$ cat src/rtl/regfile_mp.sv
// Multi-port register file: two write ports, NUM_RD combinational read ports with
// write-to-read bypass, optional hardwired zero register and a clear sweep after reset.
module regfile_mp #(
    parameter int unsigned DATA_W   = 32,
    parameter int unsigned DEPTH    = 32,
    parameter int unsigned ADDR_W   = 5,
    parameter int unsigned NUM_RD   = 2,
    parameter int unsigned ZERO_REG = 1
) (
    input  logic                       clk_i,
    input  logic                       rst_i,
    input  logic                       clr_i,
    output logic                       busy_o,
    input  logic [NUM_RD*ADDR_W-1:0]   rd_addr_i,
    output logic [NUM_RD*DATA_W-1:0]   rd_data_o,
    input  logic                       we0_i,
    input  logic [ADDR_W-1:0]          wa0_i,
    input  logic [DATA_W-1:0]          wd0_i,
    input  logic                       we1_i,
    input  logic [ADDR_W-1:0]          wa1_i,
    input  logic [DATA_W-1:0]          wd1_i
);

    typedef enum logic {CLEAR, READY} state_e;

    localparam logic [ADDR_W-1:0] LAST_IDX = ADDR_W'(DEPTH - 1);
    localparam logic              ZERO_EN  = (ZERO_REG != 0);

    state_e              state_q, state_d;
    logic [ADDR_W-1:0]   idx_q, idx_d;
    logic [DATA_W-1:0]   mem_q [DEPTH];

    logic in_clear;
    logic wr0_ok, wr1_ok;

    assign in_clear = (state_q == CLEAR);
    assign busy_o   = in_clear;
    assign wr0_ok   = !in_clear && we0_i && !(ZERO_EN && (wa0_i == '0));
    assign wr1_ok   = !in_clear && we1_i && !(ZERO_EN && (wa1_i == '0));

    always_ff @(posedge clk_i or negedge rst_i) begin
        if (!rst_i) begin
            state_q <= CLEAR;
            idx_q   <= '0;
        end else begin
            state_q <= state_d;
            idx_q   <= idx_d;
        end
    end

    always_comb begin
        state_d = state_q;
        idx_d   = idx_q;
        case (state_q)
            CLEAR: begin
                idx_d = idx_q + 1'b1;
                if (idx_q == LAST_IDX) begin
                    state_d = READY;
                    idx_d   = '0;
                end
            end
            READY: begin
                if (clr_i) begin
                    state_d = CLEAR;
                    idx_d   = '0;
                end
            end
            default: begin
                state_d = CLEAR;
                idx_d   = '0;
            end
        endcase
    end

    // Array has no reset; gating on rst_i keeps an edge seen during reset from writing.
    // Port 1 is assigned last so it wins on an address collision.
    always_ff @(posedge clk_i) begin
        if (rst_i) begin
            if (in_clear) begin
                mem_q[idx_q] <= '0;
            end else begin
                if (wr0_ok) mem_q[wa0_i] <= wd0_i;
                if (wr1_ok) mem_q[wa1_i] <= wd1_i;
            end
        end
    end

    for (genvar k = 0; k < NUM_RD; k++) begin : g_rd
        logic [ADDR_W-1:0] ra;
        logic [DATA_W-1:0] rdat;

        assign ra = rd_addr_i[k*ADDR_W +: ADDR_W];

        // wr*_ok already excludes CLEAR and zero-register writes, so bypass inherits both.
        always_comb begin
            rdat = mem_q[ra];
            if (wr0_ok && (wa0_i == ra)) rdat = wd0_i;
            if (wr1_ok && (wa1_i == ra)) rdat = wd1_i;
            if (in_clear || (ZERO_EN && (ra == '0))) rdat = '0;
        end

        assign rd_data_o[k*DATA_W +: DATA_W] = rdat;
    end

endmodule

$ cat config.mk
export PLATFORM = sky130hd
export DESIGN_NAME = regfile_mp
export DESIGN_NICKNAME = d
export VERILOG_FILES = /design/src/rtl/regfile_mp.sv
export SDC_FILE = /design/constraint.sdc
export NUM_CORES = 2
export LEC_CHECK = 0
export ABC_AREA = 1
export CELL_PAD_IN_SITES_DETAIL_PLACEMENT = 1
export CELL_PAD_IN_SITES_GLOBAL_PLACEMENT = 1
export CORE_ASPECT_RATIO = 0.7
export CORE_MARGIN = 1
export CORE_UTILIZATION = 25
export CTS_CLUSTER_DIAMETER = 80
export DETAILED_ROUTE_END_ITERATION = 10
export PLACE_DENSITY = 0.46
export SETUP_SLACK_MARGIN = 0.4
export SYNTH_ARGS = -nofsm -noshare
export SYNTH_HDL_FRONTEND = slang
export SYNTH_SLANG_ARGS = --single-unit
$ cat constraint.sdc
create_clock -name clk_i -period 3.01 [get_ports clk_i]
set_input_delay 0.602 -clock clk_i [delete_from_list [all_inputs] [get_ports clk_i]]
set_output_delay 0.602 -clock clk_i [all_outputs]
set_load 0.005 [all_outputs]
* Word-level counts from Yosys, hierarchy flattened
Memory sizes are Yosys's and may differ from the RTL's. Index checks and enable logic that the tools add are counted. W data, S select, Z words.
Operators by class: reduce and logical (&&, ||, !) cells 17, bitwise logic cells 1, eq/ne operators 6, multiplexer cells 26, add/subtract/negate cells 1
Operators by type and width (count):
- $mux W32 | 7
- $reduce_or A32 Y1 | 1
- $eq A5 B5 Y1 | 4
- $logic_not A5 Y1 | 4
- $mux W5 | 3
- $mux W1 | 14
- $pmux W5 S2 | 1
- $logic_and A1 B1 Y1 | 8
- $add A5 B1 Y5 const B | 1
- $eq A5 B5 Y1 const B | 1
- $logic_not A1 Y1 | 2
- $logic_or A1 B1 Y1 | 2
- $ne A2 B2 Y1 const B | 1
- $pmux W1 S2 | 1
- $not A1 Y1 | 1
Storage, ports and cells: bits in writable memories 1024, input bits 89, memories kept 1, register bits after elaboration 6, output and inout port bits 65, word-level logic and storage cells 54
Memory list:
- mem_q | words 32, width 32, rd ports 2, clocked after memory_dff 0, write ports 2, RTL line 31 | logic [DATA_W-1:0] mem_q [DEPTH];

* Depth between registers and ports, before layout
depth after elaboration 9, mapped depth 15, mapped depth without buffers 13

* Worst setup path before layout
Ideal clock, no wire load.
path type input port to flip-flop, from input wa0_i[4], to memory mem_q[22][0], enable pin, path slack 0.222 ns, setup time 0.389 ns, data arrival time 2.398 ns, path buffers 0, data required time 2.621 ns, stages on the path 11, path through inv_1 -> nand4_1 -> nand2_2 -> inv_2 -> nand2_1 -> nand2_1 -> o21ai_1 -> inv_1 -> nor2_1 -> nand2_1 -> nand2_1
RTL lines:
- from (decl) | RTL line 17 | input logic [ADDR_W-1:0] wa0_i,
- to (decl) | RTL line 31

* Worst setup path in the final report
from register state_q, to output rd_data_o[5]
Between the ends: longest elaborated chain between the ends 6, elaborated cells on any way between the ends 11, those cells by class mux: 3; bitwise: 1; reduce/logical: 7
RTL lines:
- from (decl) | RTL line 29 | state_e state_q, state_d;
- from (signal assigned) | RTL line 46 | state_q <= state_d;
- $logic_and A1 B1 Y1 (2 in a row) | RTL line 38 | assign wr0_ok = !in_clear && we0_i && !(ZERO_EN && (wa0_i == '0));
- $logic_and A1 B1 Y1 | RTL line 97 | if (wr0_ok && (wa0_i == ra)) rdat = wd0_i;
- $mux W32 | RTL line 97
- $mux W32 | RTL line 98 | if (wr1_ok && (wa1_i == ra)) rdat = wd1_i;
- $mux W32 * | RTL line 99 | if (in_clear || (ZERO_EN && (ra == '0))) rdat = '0;
- to (decl) | RTL line 15 | output logic [NUM_RD*DATA_W-1:0] rd_data_o,
Mark *: on every way between the ends. The rest lies on a longest branch, timed or not.

==> summary.txt <==
Timing
  – Setup violators final: 64
  – Peak Freq: 0.299 GHz
  – Fin. Hold Viols: 0
  – RSZ-0062 raised after global routing: true
  – Fin crit share: 1.11
  – Max Slew Vio Count: 0
  – Worst slew margin: 0.579
  – Worst Tran Pin Value: 0.626 ns
  – Final min period: 3.34 ns
  – Fin worst setup slack: -0.332 ns
  – Clock skew: 0.0504 ns
  – Worst hold slack: 0.173 ns

Placement
  – Port bufs: 153
  – Post-Place Worst Slack: -0.796 ns
  – Post-Place Cells: 12600
  – HPWL Detailed: 281 mm
  – RD Place Congestion: 0.905

Clock network
  – H-tree levels: 4
  – Skew-Pair Late Insertion Delay: 0.82 ns
  – TritonCTS clock tree: yes
  – CTS root buf: clkbuf_16
  – CTS max path bufs: 4
  – Clock Pin Slew Worst Setup and Hold Paths: 0.06 ns
  – Num Clock Sinks: 1030
  – TritonCTS buffer count: 138

Power
  – Seq pwr share: 0.390
  – Leak Pwr: 35.4 nW
  – Logic pwr share: 0.232
  – PwrDens: 489 nW/um^2
  – Max VDD drop: 0.000393 V
  – Sw frac: 0.320
  – Total chip power: 43.2 mW
  – Internal Power: 29.3 mW
  – Clock share of power: 0.378
  – Switch Pwr: 13.8 mW

Synth
  – #FFs+latches synth: 1030
  – Syn avg cell area: 7.38 sq um
  – Count of cell types in the netlist: 35
  – Number of synthesized flops with an enable pin: 1024
  – Post-synth top flop: edfxtp_1
  – Number of synthesis warnings: 0
  – Post-synthesis sequential area ratio: 0.476
  – Asr flop ratio synth: 0.00583
  – Cells after Synth: 8796
  – Syn nets: 8887
  – Post-Syn Area: 64900 sq um

GRT
  – Gr ovfl total: 0
  – Total GRT Usage: 0.305
  – Largest net degree at the start of global routing: 65
  – Initial antenna violation count: 16
  – First-pass GRT wire length: 564 mm
  – Vias in the first global route: 68900

Worst setup path
  – Crit path DAT: 2.74 ns
  – RR Startpoint: state_q
  – Critical path class: flip-flop to primary output
  – Critical Path RT: 2.41 ns
  – Crit Reg-Reg Endpoint: mem_q[1][11]
  – R2r worst-path depth: 20
  – Max incr delay on CP: 0.37 ns
  – Reg2Reg Setup Slack: 0.08 ns
  – Cell mode on critical path: buf_12
  – CP Capture Type: primary output
  – Critical Path, Cell by Cell: buf_6 -> nand2_2 -> inv_2 -> nand2_4 -> nor3_4 -> buf_12 -> buf_12 -> nand2_8 -> buf_6 -> buf_12 -> buf_16 -> nand2_4 -> a21oi_2 -> buf_2
  – CP max-delay cell: dfrtp_1
  – CP startpoint kind: flip-flop
  – Critical path peak fanout: 8

Route
  – DRT iter0 DRCs: 7326
  – Antenna-violating nets left: 0
  – Detailed Routing Iterations Pass 1: 6
  – DRC Markers: 0
  – WL final: 410 mm
  – Average via count per standard cell: 5.33
  – WL/cell: 31.5 microns
  – Number of vias in the routed layout: 69500

Final layout
  – Share of cells above drive strength 1: 0.202
  – Non-Filler Instances: 13000
  – Fin util: 0.342
  – Nets@finish: 9560
  – Area Overhead vs Synth: 35.9%

Job
  – Maxcap violations: 0

Status
  – Status: finished, violations left
  – Failing checks: negative setup slack

Die
  – Die area: 262000 sq um
  – Effective utilization at floorplan: 0.251
  – Ports: 154
  – DIE HEIGHT: 428 microns
  – # rows: 156
  – DIE WIDTH: 611 microns
  – Core area: 258000 sq um

Hold path
  – Hold Crit Class: primary input to asynchronous set/reset pin
## what timing repair did
item,CTS,global route
hold buffers,0,0
gates cloned,34,8
pin swaps,115,56
gates resized for setup,838,149
setup buffers,178,15
endpoints found under the setup margin,941,1738
## Yosys cell counts (2+ instances only)
cell / instances / share of area
a21oi_1: 316 / 0.024
xor2_1: 6 / 0.00081
clkinv_1: 2 / 0.00012
edfxtp_1: 1024 / 0.47
nand4_1: 6 / 0.00058
nor2_4: 3 / 0.00052
buf_1: 74 / 0.0043
clkbuf_1: 343 / 0.020
xnor2_1: 10 / 0.0013
nand2_1: 3769 / 0.22
o21ai_2: 41 / 0.0055
nor2_1: 21 / 0.0012
o21ai_0: 785 / 0.061
nand2_2: 6 / 0.00058
o21ai_1: 434 / 0.033
buf_2: 310 / 0.024
inv_2: 11 / 0.00064
nand3_1: 1231 / 0.095
nand2_4: 5 / 0.00087
ha_1: 2 / 0.00039
buf_4: 59 / 0.0068
inv_1: 265 / 0.015
dfrtp_1: 6 / 0.0023
nor2_2: 16 / 0.0015
buf_6: 41 / 0.0071
## flip-flops by register name, indices dropped and copies added, names as in the netlist
| signal | cells |
|---|---|
| idx_q | 5 |
| state_q | 1 |
| mem_q | 1024 |
## power groups by stage
stage / clock, mW / combinational, mW / sequential [mW]
after detailed placement: 0 / 8.34 / 17.1
after global placement: 0 / 8.28 / 17.1
after global routing: 17.0 / 10.4 / 16.9
final: 16.3 / 10.0 / 16.8
after floorplan: 0 / 3.36 / 17.0
after CTS: 16.6 / 9.53 / 16.8
## per-stage QoR
step / setup TNS [ns] / area [sq um]
2_1_floorplan: 0 / 65000
3_3_place_gp: -658.76 / 78500
3_5_place_dp: -688.39 / 78500
4_1_cts: -15.33 / 87400
5_1_grt: -18.56 / 88200
6_report: -14.92 / 88200
## area by class of cell
type                       instances  area, sq um
tap                             3476         4350
clock inverter                    52          458
multi-input combinational       6659        31000
timing repair buffer            1361        16800
sequential                      1030        30900
fill                           30400       170000
clock buffer                     178         3670
antenna                            3         7.51
inverter                         279         1110
## layer usage
metal  GRT usage  vias up  routed length (microns)
li1            -    30800                        -
met1       0.428    35500                   186000
met2       0.475     2592                   181000
met3      0.0379      608                    25200
met4       0.120        8                    18700
met5           0        -                       52
## worst max-delay path by stage
| stage | from | slack, ns | cells past startpoint | end |
|---|---|---|---|---|
| 2_1_floorplan | rd_addr_i[7] | 0.50 | 10 | rd_data_o[61] |
| 3_5_place_dp | wa0_i[1] | -0.80 | 11 | rd_data_o[11] |
| 5_1_grt | state_q | -0.40 | 14 | rd_data_o[2] |
| 4_1_cts | state_q | -0.37 | 14 | rd_data_o[4] |
| 3_3_place_gp | wa0_i[0] | -0.82 | 11 | rd_data_o[11] |
| 6_report | state_q | -0.33 | 14 | rd_data_o[5] |
## cell usage in the layout, fill, tap and decap left out, types with 7 or more instances in the layout
cell type | Yosys | routed
clkbuf_1 | 343 | 37
nand2_8 | 0 | 11
buf_4 | 59 | 679
o21ai_1 | 434 | 453
nor2_1 | 21 | 10
o21ai_2 | 41 | 63
nand2_4 | 5 | 79
bufbuf_16 | 0 | 10
clkdlybuf4s50_1 | 0 | 69
clkinv_2 | 0 | 17
nand2_1 | 3769 | 3599
nand3_2 | 0 | 73
inv_6 | 0 | 7
inv_1 | 265 | 250
inv_2 | 11 | 17
xnor2_1 | 10 | 10
a21oi_1 | 316 | 245
clkinv_1 | 2 | 19
buf_2 | 310 | 66
nand3_1 | 1231 | 1142
nor2_4 | 3 | 21
nand3_4 | 0 | 16
buf_12 | 0 | 360
nor2_2 | 16 | 9
bufinv_16 | 0 | 7
a21oi_2 | 0 | 70
dlygate4sd2_1 | 0 | 8
buf_6 | 41 | 77
buf_8 | 0 | 24
clkbuf_16 | 0 | 150
edfxtp_1 | 1024 | 1024
nand2_2 | 6 | 91
o21ai_0 | 785 | 740
buf_16 | 0 | 56
## worst max-delay path, delay by kind of cell, from the launching register on
family,cells,cell delay [ns]
compound gates,1,0.05
buf+inv,8,1.04
flops,1,0.37
simple gates,5,0.42
## cell families (layout without fill, tap and decap cells)
family,count (synthesis),after routing,synth area share
XOR/XNOR,16,16,0.00216
adder cells (fa/ha/maj),2,2,0.000385
other,0,3,0
AND/OR/NAND/NOR,5063,5063,0.319
buffers and inverters,1107,1870,0.0782
flip-flops,1030,1030,0.476
AO/OA/AOI/OAI,1578,1578,0.124
(Power assumes the default switching activity.)
